### src/rtl/axi_config_arb_pkg.sv
// Shared types for the config-port arbiter: FSM encoding and the default abort pattern.
package axi_config_arb_pkg;

  typedef enum logic [1:0] {
    ST_IDLE     = 2'd0,
    ST_WR       = 2'd1,
    ST_RD_ISSUE = 2'd2,
    ST_RD_WAIT  = 2'd3
  } state_e;

  localparam logic [31:0] TIMEOUT_DATA_DFLT = 32'hDEADBEEF;

endpackage

### src/rtl/axi_config_arb_if.sv
// Requester bundle plus register-file port of the config arbiter.
// slave = the arbiter's view; master = the surrounding requesters and register file.
interface axi_config_arb_if #(
  parameter int NUM_REQ    = 2,
  parameter int ADDR_WIDTH = 32,
  parameter int DATA_WIDTH = 32,
  parameter int STRB_WIDTH = DATA_WIDTH/8
);
  logic [NUM_REQ-1:0]                 req_rd;
  logic [NUM_REQ-1:0]                 req_wr;
  logic [NUM_REQ-1:0][ADDR_WIDTH-1:0] req_raddr;
  logic [NUM_REQ-1:0][ADDR_WIDTH-1:0] req_waddr;
  logic [NUM_REQ-1:0][DATA_WIDTH-1:0] req_wdata;
  logic [NUM_REQ-1:0][STRB_WIDTH-1:0] req_wstrb;
  logic [NUM_REQ-1:0]                 req_gnt;
  logic [NUM_REQ-1:0]                 req_rvalid;
  logic                               req_rerr;
  logic [DATA_WIDTH-1:0]              req_rdata;

  logic                               rd;
  logic [ADDR_WIDTH-1:0]              raddr;
  logic [DATA_WIDTH-1:0]              rdata;
  logic                               rvalid;
  logic                               wr;
  logic [ADDR_WIDTH-1:0]              waddr;
  logic [DATA_WIDTH-1:0]              wdata;
  logic [STRB_WIDTH-1:0]              wstrb;

  modport slave (
    input  req_rd, req_wr, req_raddr, req_waddr, req_wdata, req_wstrb, rdata, rvalid,
    output req_gnt, req_rvalid, req_rerr, req_rdata, rd, raddr, wr, waddr, wdata, wstrb
  );

  modport master (
    output req_rd, req_wr, req_raddr, req_waddr, req_wdata, req_wstrb, rdata, rvalid,
    input  req_gnt, req_rvalid, req_rerr, req_rdata, rd, raddr, wr, waddr, wdata, wstrb
  );
endinterface

### src/rtl/axi_config_rr_arb.sv
// Round-robin picker: first asserted request at or after ptr, wrapping; one-hot grant plus index.
module axi_config_rr_arb #(
  parameter int NUM_REQ = 2,
  parameter int IW      = $clog2(NUM_REQ)
) (
  input  logic [NUM_REQ-1:0] req,
  input  logic [IW-1:0]      ptr,
  input  logic               en,
  output logic [NUM_REQ-1:0] gnt,
  output logic [IW-1:0]      gnt_idx,
  output logic               gnt_vld
);

  logic [IW:0] idx_w;

  always_comb begin
    gnt     = '0;
    gnt_idx = '0;
    gnt_vld = 1'b0;
    idx_w   = '0;
    for (int k = 0; k < NUM_REQ; k++) begin
      idx_w = {1'b0, ptr} + (IW+1)'(k);
      if (idx_w >= (IW+1)'(NUM_REQ)) idx_w = idx_w - (IW+1)'(NUM_REQ);
      if (en && !gnt_vld && req[IW'(idx_w)]) begin
        gnt[IW'(idx_w)] = 1'b1;
        gnt_idx         = IW'(idx_w);
        gnt_vld         = 1'b1;
      end
    end
  end

endmodule

### src/rtl/axi_config_arb.sv
// Shares one register-file config port among NUM_REQ requesters: round-robin,
// one access in flight, read responses routed back to the owner, reads aborted on timeout.
module axi_config_arb
  import axi_config_arb_pkg::*;
#(
  parameter int                    NUM_REQ      = 2,
  parameter int                    ADDR_WIDTH   = 32,
  parameter int                    DATA_WIDTH   = 32,
  parameter int                    STRB_WIDTH   = DATA_WIDTH/8,
  parameter int                    RD_TIMEOUT   = 255,
  parameter logic [DATA_WIDTH-1:0] TIMEOUT_DATA = DATA_WIDTH'(TIMEOUT_DATA_DFLT)
) (
  input logic             clk,
  input logic             rst_n,
  axi_config_arb_if.slave bus
);

  localparam int IW = $clog2(NUM_REQ);
  localparam int CW = $clog2(RD_TIMEOUT+1);

  state_e                state_q, state_d;
  logic [IW-1:0]         ptr_q, ptr_d, owner_q, owner_d;
  logic [CW-1:0]         cnt_q, cnt_d;
  logic [ADDR_WIDTH-1:0] raddr_q, raddr_d, waddr_q, waddr_d;
  logic [DATA_WIDTH-1:0] wdata_q, wdata_d, rdata_q, rdata_d;
  logic [STRB_WIDTH-1:0] wstrb_q, wstrb_d;
  logic [NUM_REQ-1:0]    rvalid_q, rvalid_d;
  logic                  rerr_q, rerr_d;

  logic [NUM_REQ-1:0]    arb_gnt;
  logic [IW-1:0]         arb_idx;
  logic                  arb_vld;

  axi_config_rr_arb #(.NUM_REQ(NUM_REQ), .IW(IW)) u_rr_arb (
    .req     (bus.req_rd | bus.req_wr),
    .ptr     (ptr_q),
    .en      (state_q == ST_IDLE),
    .gnt     (arb_gnt),
    .gnt_idx (arb_idx),
    .gnt_vld (arb_vld)
  );

  always_ff @(posedge clk or negedge rst_n) begin
    if (!rst_n) begin
      state_q  <= ST_IDLE;
      ptr_q    <= '0;
      owner_q  <= '0;
      cnt_q    <= '0;
      raddr_q  <= '0;
      waddr_q  <= '0;
      wdata_q  <= '0;
      wstrb_q  <= '0;
      rdata_q  <= '0;
      rvalid_q <= '0;
      rerr_q   <= 1'b0;
    end else begin
      state_q  <= state_d;
      ptr_q    <= ptr_d;
      owner_q  <= owner_d;
      cnt_q    <= cnt_d;
      raddr_q  <= raddr_d;
      waddr_q  <= waddr_d;
      wdata_q  <= wdata_d;
      wstrb_q  <= wstrb_d;
      rdata_q  <= rdata_d;
      rvalid_q <= rvalid_d;
      rerr_q   <= rerr_d;
    end
  end

  always_comb begin
    state_d  = state_q;
    ptr_d    = ptr_q;
    owner_d  = owner_q;
    cnt_d    = cnt_q;
    raddr_d  = raddr_q;
    waddr_d  = waddr_q;
    wdata_d  = wdata_q;
    wstrb_d  = wstrb_q;
    rdata_d  = rdata_q;
    rvalid_d = '0;
    rerr_d   = 1'b0;
    case (state_q)
      ST_IDLE: if (arb_vld) begin
        ptr_d   = (arb_idx == IW'(NUM_REQ-1)) ? '0 : arb_idx + IW'(1);
        owner_d = arb_idx;
        // A requester holding both intents is served its write first.
        if (bus.req_wr[arb_idx]) begin
          waddr_d = bus.req_waddr[arb_idx];
          wdata_d = bus.req_wdata[arb_idx];
          wstrb_d = bus.req_wstrb[arb_idx];
          state_d = ST_WR;
        end else begin
          raddr_d = bus.req_raddr[arb_idx];
          state_d = ST_RD_ISSUE;
        end
      end
      ST_WR: state_d = ST_IDLE;
      ST_RD_ISSUE: begin
        cnt_d = '0;
        if (bus.rvalid) begin
          rdata_d           = bus.rdata;
          rvalid_d[owner_q] = 1'b1;
          state_d           = ST_IDLE;
        end else begin
          state_d = ST_RD_WAIT;
        end
      end
      ST_RD_WAIT: begin
        if (bus.rvalid) begin
          rdata_d           = bus.rdata;
          rvalid_d[owner_q] = 1'b1;
          state_d           = ST_IDLE;
        end else if (cnt_q == CW'(RD_TIMEOUT-1)) begin
          rdata_d           = TIMEOUT_DATA;
          rerr_d            = 1'b1;
          rvalid_d[owner_q] = 1'b1;
          state_d           = ST_IDLE;
        end else if (cnt_q != CW'(RD_TIMEOUT)) begin
          cnt_d = cnt_q + CW'(1);
        end
      end
      default: state_d = ST_IDLE;
    endcase
  end

  always_comb begin
    bus.req_gnt    = arb_gnt;
    bus.req_rvalid = rvalid_q;
    bus.req_rerr   = rerr_q;
    bus.req_rdata  = rdata_q;
    bus.rd         = (state_q == ST_RD_ISSUE);
    bus.raddr      = raddr_q;
    bus.wr         = (state_q == ST_WR);
    bus.waddr      = waddr_q;
    bus.wdata      = wdata_q;
    bus.wstrb      = wstrb_q;
  end

endmodule

### src/flat_wrapper.sv
// flat-port wrapper written by rule: the top's interface ports become plain ports
module axi_config_arb_flat import axi_config_arb_pkg::*;
#(
  parameter int                    NUM_REQ      = 2,
  parameter int                    ADDR_WIDTH   = 32,
  parameter int                    DATA_WIDTH   = 32,
  parameter int                    STRB_WIDTH   = DATA_WIDTH/8,
  parameter int                    RD_TIMEOUT   = 255,
  parameter logic [DATA_WIDTH-1:0] TIMEOUT_DATA = DATA_WIDTH'(TIMEOUT_DATA_DFLT)
)
  (clk, rst_n, bus_req_rd, bus_req_wr, bus_req_raddr, bus_req_waddr, bus_req_wdata, bus_req_wstrb, bus_rdata, bus_rvalid, bus_req_gnt, bus_req_rvalid, bus_req_rerr, bus_req_rdata, bus_rd, bus_raddr, bus_wr, bus_waddr, bus_wdata, bus_wstrb);
  axi_config_arb_if #(.NUM_REQ(NUM_REQ), .ADDR_WIDTH(ADDR_WIDTH), .DATA_WIDTH(DATA_WIDTH), .STRB_WIDTH(STRB_WIDTH)) bus_i ();
  input logic clk;
  input logic rst_n;
  input wire logic [$bits(bus_i.req_rd)-1:0] bus_req_rd;
  input wire logic [$bits(bus_i.req_wr)-1:0] bus_req_wr;
  input wire logic [$bits(bus_i.req_raddr)-1:0] bus_req_raddr;
  input wire logic [$bits(bus_i.req_waddr)-1:0] bus_req_waddr;
  input wire logic [$bits(bus_i.req_wdata)-1:0] bus_req_wdata;
  input wire logic [$bits(bus_i.req_wstrb)-1:0] bus_req_wstrb;
  input wire logic [$bits(bus_i.rdata)-1:0] bus_rdata;
  input wire logic [$bits(bus_i.rvalid)-1:0] bus_rvalid;
  output wire logic [$bits(bus_i.req_gnt)-1:0] bus_req_gnt;
  output wire logic [$bits(bus_i.req_rvalid)-1:0] bus_req_rvalid;
  output wire logic [$bits(bus_i.req_rerr)-1:0] bus_req_rerr;
  output wire logic [$bits(bus_i.req_rdata)-1:0] bus_req_rdata;
  output wire logic [$bits(bus_i.rd)-1:0] bus_rd;
  output wire logic [$bits(bus_i.raddr)-1:0] bus_raddr;
  output wire logic [$bits(bus_i.wr)-1:0] bus_wr;
  output wire logic [$bits(bus_i.waddr)-1:0] bus_waddr;
  output wire logic [$bits(bus_i.wdata)-1:0] bus_wdata;
  output wire logic [$bits(bus_i.wstrb)-1:0] bus_wstrb;
  assign bus_i.req_rd = bus_req_rd;
  assign bus_i.req_wr = bus_req_wr;
  assign bus_i.req_raddr = bus_req_raddr;
  assign bus_i.req_waddr = bus_req_waddr;
  assign bus_i.req_wdata = bus_req_wdata;
  assign bus_i.req_wstrb = bus_req_wstrb;
  assign bus_i.rdata = bus_rdata;
  assign bus_i.rvalid = bus_rvalid;
  assign bus_req_gnt = bus_i.req_gnt;
  assign bus_req_rvalid = bus_i.req_rvalid;
  assign bus_req_rerr = bus_i.req_rerr;
  assign bus_req_rdata = bus_i.req_rdata;
  assign bus_rd = bus_i.rd;
  assign bus_raddr = bus_i.raddr;
  assign bus_wr = bus_i.wr;
  assign bus_waddr = bus_i.waddr;
  assign bus_wdata = bus_i.wdata;
  assign bus_wstrb = bus_i.wstrb;
  axi_config_arb #(.NUM_REQ(NUM_REQ), .ADDR_WIDTH(ADDR_WIDTH), .DATA_WIDTH(DATA_WIDTH), .STRB_WIDTH(STRB_WIDTH), .RD_TIMEOUT(RD_TIMEOUT), .TIMEOUT_DATA(TIMEOUT_DATA)) u_core (.clk(clk), .rst_n(rst_n), .bus(bus_i));
endmodule
### config.mk
export PLATFORM = sky130hd
export DESIGN_NAME = axi_config_arb_flat
export DESIGN_NICKNAME = d
export VERILOG_FILES = /design/src/rtl/axi_config_arb_pkg.sv /design/src/rtl/axi_config_arb_if.sv /design/src/rtl/axi_config_rr_arb.sv /design/src/rtl/axi_config_arb.sv /design/src/flat_wrapper.sv
export SDC_FILE = /design/constraint.sdc
export NUM_CORES = 1
export LEC_CHECK = 0
export CORE_AREA = 8 8 148 150
export CTS_CLUSTER_SIZE = 30
export DETAILED_ROUTE_END_ITERATION = 7
export DIE_AREA = 0 0 156 158
export GPL_TIMING_DRIVEN = 0
export PLACE_DENSITY = 0.73
export SLEW_MARGIN = 20
export SYNTH_ARGS = -nofsm -noshare
export SYNTH_HDL_FRONTEND = slang
export SYNTH_SLANG_ARGS = --single-unit
### constraint.sdc
create_clock -name clk -period 5.88 [get_ports clk]
set_clock_uncertainty 0.2 [all_clocks]
set_input_delay 1.176 -clock clk [delete_from_list [all_inputs] [get_ports clk]]
set_output_delay 1.176 -clock clk [all_outputs]
set_load 0.01 [all_outputs]
**Word-level counts from Yosys, hierarchy flattened**

Cells that the tools add are included.

- Logic and storage cells: 104
- Output and inout port bits: 139
- Flip-flop bits (word level): 147

- Order comparisons: 9
- Reduce and logical (&&, ||, !) cells: 15
- Equal/unequal tests: 11
- Mux-type cells: 50
- Bitwise logic cells: 3
- Add/subtract/negate cells: 5

Operators by type and width:

| operator | count |
|---|---|
| $mux W32 | 9 |
| $pmux W32 S2 | 1 |
| $mux W8 | 3 |
| $mux W2 | 10 |
| $mux W1 | 19 |
| $pmux W8 S2 | 1 |
| $reduce_and A3 Y1 | 3 |
| $add A8 B1 Y8 const B | 1 |
| $eq A8 B8 Y1 const B | 1 |
| $lt A1 B2 Y1 const B | 4 |
| $mux W4 | 2 |
| $ne A8 B8 Y1 const B | 1 |
| $pmux W2 S4 | 1 |
| $logic_and A1 B1 Y1 | 6 |
| $ne A2 B2 Y1 const B | 3 |
| $eq A2 B2 Y1 const B | 2 |
| $ne A2 B1 Y1 const B | 2 |
| $or A2 B2 Y2 | 2 |
| $pmux W2 S2 | 1 |
| $reduce_and A2 Y1 | 2 |
| $reduce_and A4 Y1 | 1 |
| $demux W1 S1 | 3 |
| $ge A1 B1 Y1 const B | 3 |
| $ne A3 B2 Y1 const B | 1 |
| 10 further kinds | 11 |

**Depth between registers and ports, before layout**

- Depth after elaboration: 15
- Gate-level depth with buffers: 7
- Gate-level depth less buffers: 6

**Cells and area by module**

From an unflattened synthesis, not the netlist that was laid out.

- Cells, all modules: 595
- Area total of the unflattened synthesis: 6,547.5 µm²

By module, submodules not included:

| module | times used | area an instance (µm²) | cells each |
|---|---|---|---|
| axi_config_arb | 1 | 6,513.7 | 588 |
| axi_config_rr_arb | 1 | 33.8 | 7 |

**Worst setup path after synthesis**

OpenSTA, ideal clock, no wires.

- Path type: input to output
- From: in bus_req_wr[1]
- To: out bus_req_gnt[1]
- Stages on the path: 6
- Slack: 2.350 ns
- Required time: 4.504 ns
- Arrival time: 2.154 ns
- Path through: or2_1 -> o211ai_1 -> buf_4 -> buf_6 -> buf_6 -> inv_1

- Cells in the longest elaborated chain, start to end: 9
- Elaborated cells on any way between the ends: 13
- Those cells by class: 7 x mux; 2 x bitwise; 4 x reduce/logical

Ends and longest elaborated chain:

| element | line | RTL |
|---|---|---|
| start: declaration | flat_wrapper.sv:16 | `input wire logic [$bits(bus_i.req_wr)-1:0] bus_req_wr;` |
| $or A2 B2 Y2 * | axi_config_arb.sv:35 | `.req (bus.req_rd \| bus.req_wr),` |
| $mux W1 (implied by the code) (2 in series) | axi_config_rr_arb.sv:24 | `if (en && !gnt_vld && req[IW'(idx_w)]) begin` |
| $logic_and A1 B1 Y1 | axi_config_rr_arb.sv:24 |  |
| $mux W1 | axi_config_rr_arb.sv:24 |  |
| $logic_not A1 Y1 | axi_config_rr_arb.sv:24 |  |
| $logic_and A1 B1 Y1 (2 in series) | axi_config_rr_arb.sv:24 |  |
| $mux W2 * | axi_config_rr_arb.sv:24 |  |
| end: declaration | flat_wrapper.sv:23 | `output wire logic [$bits(bus_i.req_gnt)-1:0] bus_req_gnt;` |

Every way passes the cells marked *; elsewhere a longest branch is shown, timed or not. The select of a mux whose other input is x is not followed.

**Worst setup path after layout**

Same ends and word-level chain as after synthesis.

==> key figures <==
Place
  – Hpwl dp: roughly 19000 um
  – Dpl cells: 1203
  – GPL Wtd Cong: slightly above 0.8
  – Place WS: 1.21 ns
  – # port buffers: 377

Floorplanning
  – Initial core utilization: 33.8%
  – Die Wd: ~160 um
  – Core Area: 19700 sq um
  – Die area: around 25000 sq um
  – Row count: 52
  – DIE HEIGHT: 158 um
  – Total I/O pin count: around 380

Worst setup path
  – Worst path max stage delay: 0.47 ns
  – CP Class: input pin to output pin
  – Slowest cell on crit path: clkdlybuf4s50_1
  – CP max FO: 10
  – CP Cell Sequence: clkdlybuf4s50_1 -> or2_1 -> o211ai_1 -> buf_4 -> buf_6 -> buf_6 -> inv_1 -> clkdlybuf4s50_1
  – Buf+Inv Stages, Crit Path: 6
  – Startpoint types: input pin
  – CP top delay family: buffers and inverters
  – Crit path DAT: roughly 3.3 ns
  – Crit end category: output pin
  – Req. time, crit path: 4.50 ns

Pwr
  – P_int: 0.00361 W
  – Sw Pwr: 0.00194 W
  – Peak supply drop: around 230 uV
  – Clock power share: 19.9%
  – Power per cell area: ~490 nW/um^2
  – Sw frac: between 30% and 40%
  – Leak pwr: 5.02 nW
  – Sequential power share: 31.4%
  – Comb power frac: 48.7%

STA
  – Max-slew violations: 0
  – Max Fclk: 0.216 GHz
  – Slack of the critical path: 1.26 ns
  – Least-Margin Pin Slew: between 0.7 and 0.8 ns
  – Period utilization: 78.6%
  – Worst relative slew slack: 49.4%
  – Final hold violation count: 0
  – Endpoints failing setup: 0
  – Fin crit period: around 4.6 ns
  – Unrepaired setup endpoints after global routing: false

Drt
  – Post-DR vias/cell: 4.67
  – DR pass1 iterations: 4
  – Wire per inst: around 19 um
  – DR vias: 5769
  – WL final: 23500 um
  – Final ANT Viol Nets: 0
  – Initial DRC count: between 200 and 250
  – DRC: 0

Clocking
  – Htree depth: 4
  – Num CTS Buffers: 17
  – Cts hold-fix bufs: 0
  – CTS tree: built
  – Post_cts resized: 0
  – Clock Tree Buf Depth: 2
  – Post-CTS Setup Bufs: 0
  – Worst-skew pair later-pin latency: 0.42 ns
  – Clock-pin transition on the worst setup and hold timing paths: 0.07 ns
  – CTS sink cnt: 147
  – Root Driver: clkbuf_16

Synth
  – Yosys warnings: 0
  – Net Count, Synth: 796
  – Post-synthesis cell count: 555
  – Post-synth top area share: a little under three fifths
  – Synth async-reset ratio: between 90% and 100%
  – Synth unique cells: 46
  – Commonest cells post-synth: dfrtp_1 (147), nand2_1 (76), mux2i_1 (69), mux2_2 (61), o21ai_0 (59)
  – Register bit count reported by yosys: 147
  – Synth area leader: dfrtp_1
  – Register area share after synthesis: 55.2%
  – Main area contributors after synthesis: dfrtp_1 (55%), mux2i_1 (10%), mux2_2 (10%), o21ai_0 (4.4%), nand2_1 (4.3%)
  – Syn Area/Cell: roughly 12 sq um
  – Most frequent cell after synthesis: dfrtp_1
  – Post-synth EDFFs: 0
  – Post-synthesis cell area: 6670 sq um
  – Top_reg_cell synth: dfrtp_1

Worst hold path
  – HP Class: flip-flop to flip-flop

Global routing
  – Initial antenna violation count: 0
  – Total GRT Usage: 18.9%
  – Grt total ovfl: 0
  – Vias in the first global route: 6333
  – First-pass GRT wire length: 35500 um
  – Largest net degree at the start of global routing: 82

Finish
  – Fillcell total: roughly 1.7k
  – Area grow syn2layout: 71.2%
  – Layout cells sized above 1: 13.1%
  – Antenna fix cells: 0
  – Total Nets Final: 1193
  – Finished Layout Cells: 1235

Outcome
  – Status: finished, final reports clean

Flow run
  – Max Cap Violations: 0
## flip-flops by register name (all words and copies together), names as in the netlist, 2 cells and up
signal                 flops
u_core.bus.wdata          32
u_core.bus.raddr          32
u_core.bus.req_rdata      32
u_core.cnt_q               8
u_core.bus.waddr          32
u_core.bus.wstrb           4
u_core.bus.req_rvalid      2
u_core.state_q             2
## worst paths after layout
check / from / to / slack [ns] / depth (start not counted)
max reg2reg: u_core.ptr_q / u_core.bus.raddr[29] / 3.65 / 4
min in group asynchronous: rst_n / u_core.bus.req_rdata[5] / 0.49 / 1
min: u_core.bus.waddr[24] / u_core.bus.waddr[24] / 0.28 / 2
max in group asynchronous: rst_n / u_core.bus.waddr[26] / 4.20 / 2
min reg2reg: u_core.bus.waddr[24] / u_core.bus.waddr[24] / 0.28 / 2
max: bus_req_wr[1] / bus_req_gnt[1] / 1.26 / 8
## metal layers
metal | global-route usage, % | wire (um) | vias up
met5 | 0 | 0 | -
met4 | 6.98 | 511 | 0
met3 | 6.39 | 1660 | 30
met2 | 32.7 | 12000 | 216
met1 | 21.3 | 9330 | 2746
li1 | - | - | 2777
## layout make-up
type / count / area (sq um) / area share, %
sequential: 147 / 3680 / 32.2
multi-input combinational: 368 / 2730 / 23.9
clock inverter: 15 / 180 / 1.58
buffer: 35 / 243 / 2.13
clock buffer: 17 / 425 / 3.73
timing repair buffer: 378 / 3810 / 33.3
inverter: 5 / 18.8 / 0.164
tap: 270 / 338 / 2.96
## cells by family (layout without fill, tap and decap cells)
family | after synthesis | count (layout) | synth area share (%)
AO/OA/AOI/OAI | 123 | 123 | 11.8
XOR/XNOR | 3 | 3 | 0.394
adder cells (fa/ha/maj) | 2 | 2 | 0.375
buffers and inverters | 40 | 450 | 3.92
flip-flops | 147 | 147 | 55.2
multiplexers | 133 | 133 | 21.2
AND/OR/NAND/NOR | 107 | 107 | 7.13
## power by group through the flow
stage | clock (W) | sequential (W) | combinational [W]
2_1_floorplan | 0 | 0.00195 | 0.00105
4_1_cts | 0.00114 | 0.00175 | 0.00276
3_5_place_dp | 0 | 0.00176 | 0.00275
6_report | 0.00111 | 0.00174 | 0.00270
5_1_grt | 0.00118 | 0.00180 | 0.00292
3_3_place_gp | 0 | 0.00174 | 0.00273
## stage by stage
stage               instance area, sq um  total power, W  TNS, ns  hold slack, ns  util, %
global placement                   10800         0.00447  -387.31           0.258     54.7
finish                             11400         0.00555        0           0.279     57.9
CTS                                11400         0.00565        0           0.285     57.9
detailed placement                 10800         0.00451        0           0.269     54.8
global route                       11400         0.00590        0           0.299     57.9
floorplan                           6670         0.00300        0           0.218        -
## cell usage in the layout (no fill, tap or decap), drive strengths merged, types with 2 or more instances in the layout
cell type	n
nand2	76
o22a	24
a22o	8
o21bai	2
or2	4
clkdlybuf4s50	376
clkbuf	29
buf	25
nand3	2
nor4	2
and2	2
nand3b	2
inv	15
dfrtp	147
xnor2	2
o211ai	3
nand2b	3
a21oi	4
o41ai	2
o21ai	75
ha	2
mux2i	69
clkinv	2
clkinvlp	2
nor2	8
mux2	64
## worst reg2reg max path, stage by stage, from the launching register on
cell and delay [ns]:
dfrtp_1 0.44, or3b_4 0.44, a311oi_4 0.45, buf_6 0.24
mux2_2 0.35
Note: power is estimated with default switching activity, not from simulation.
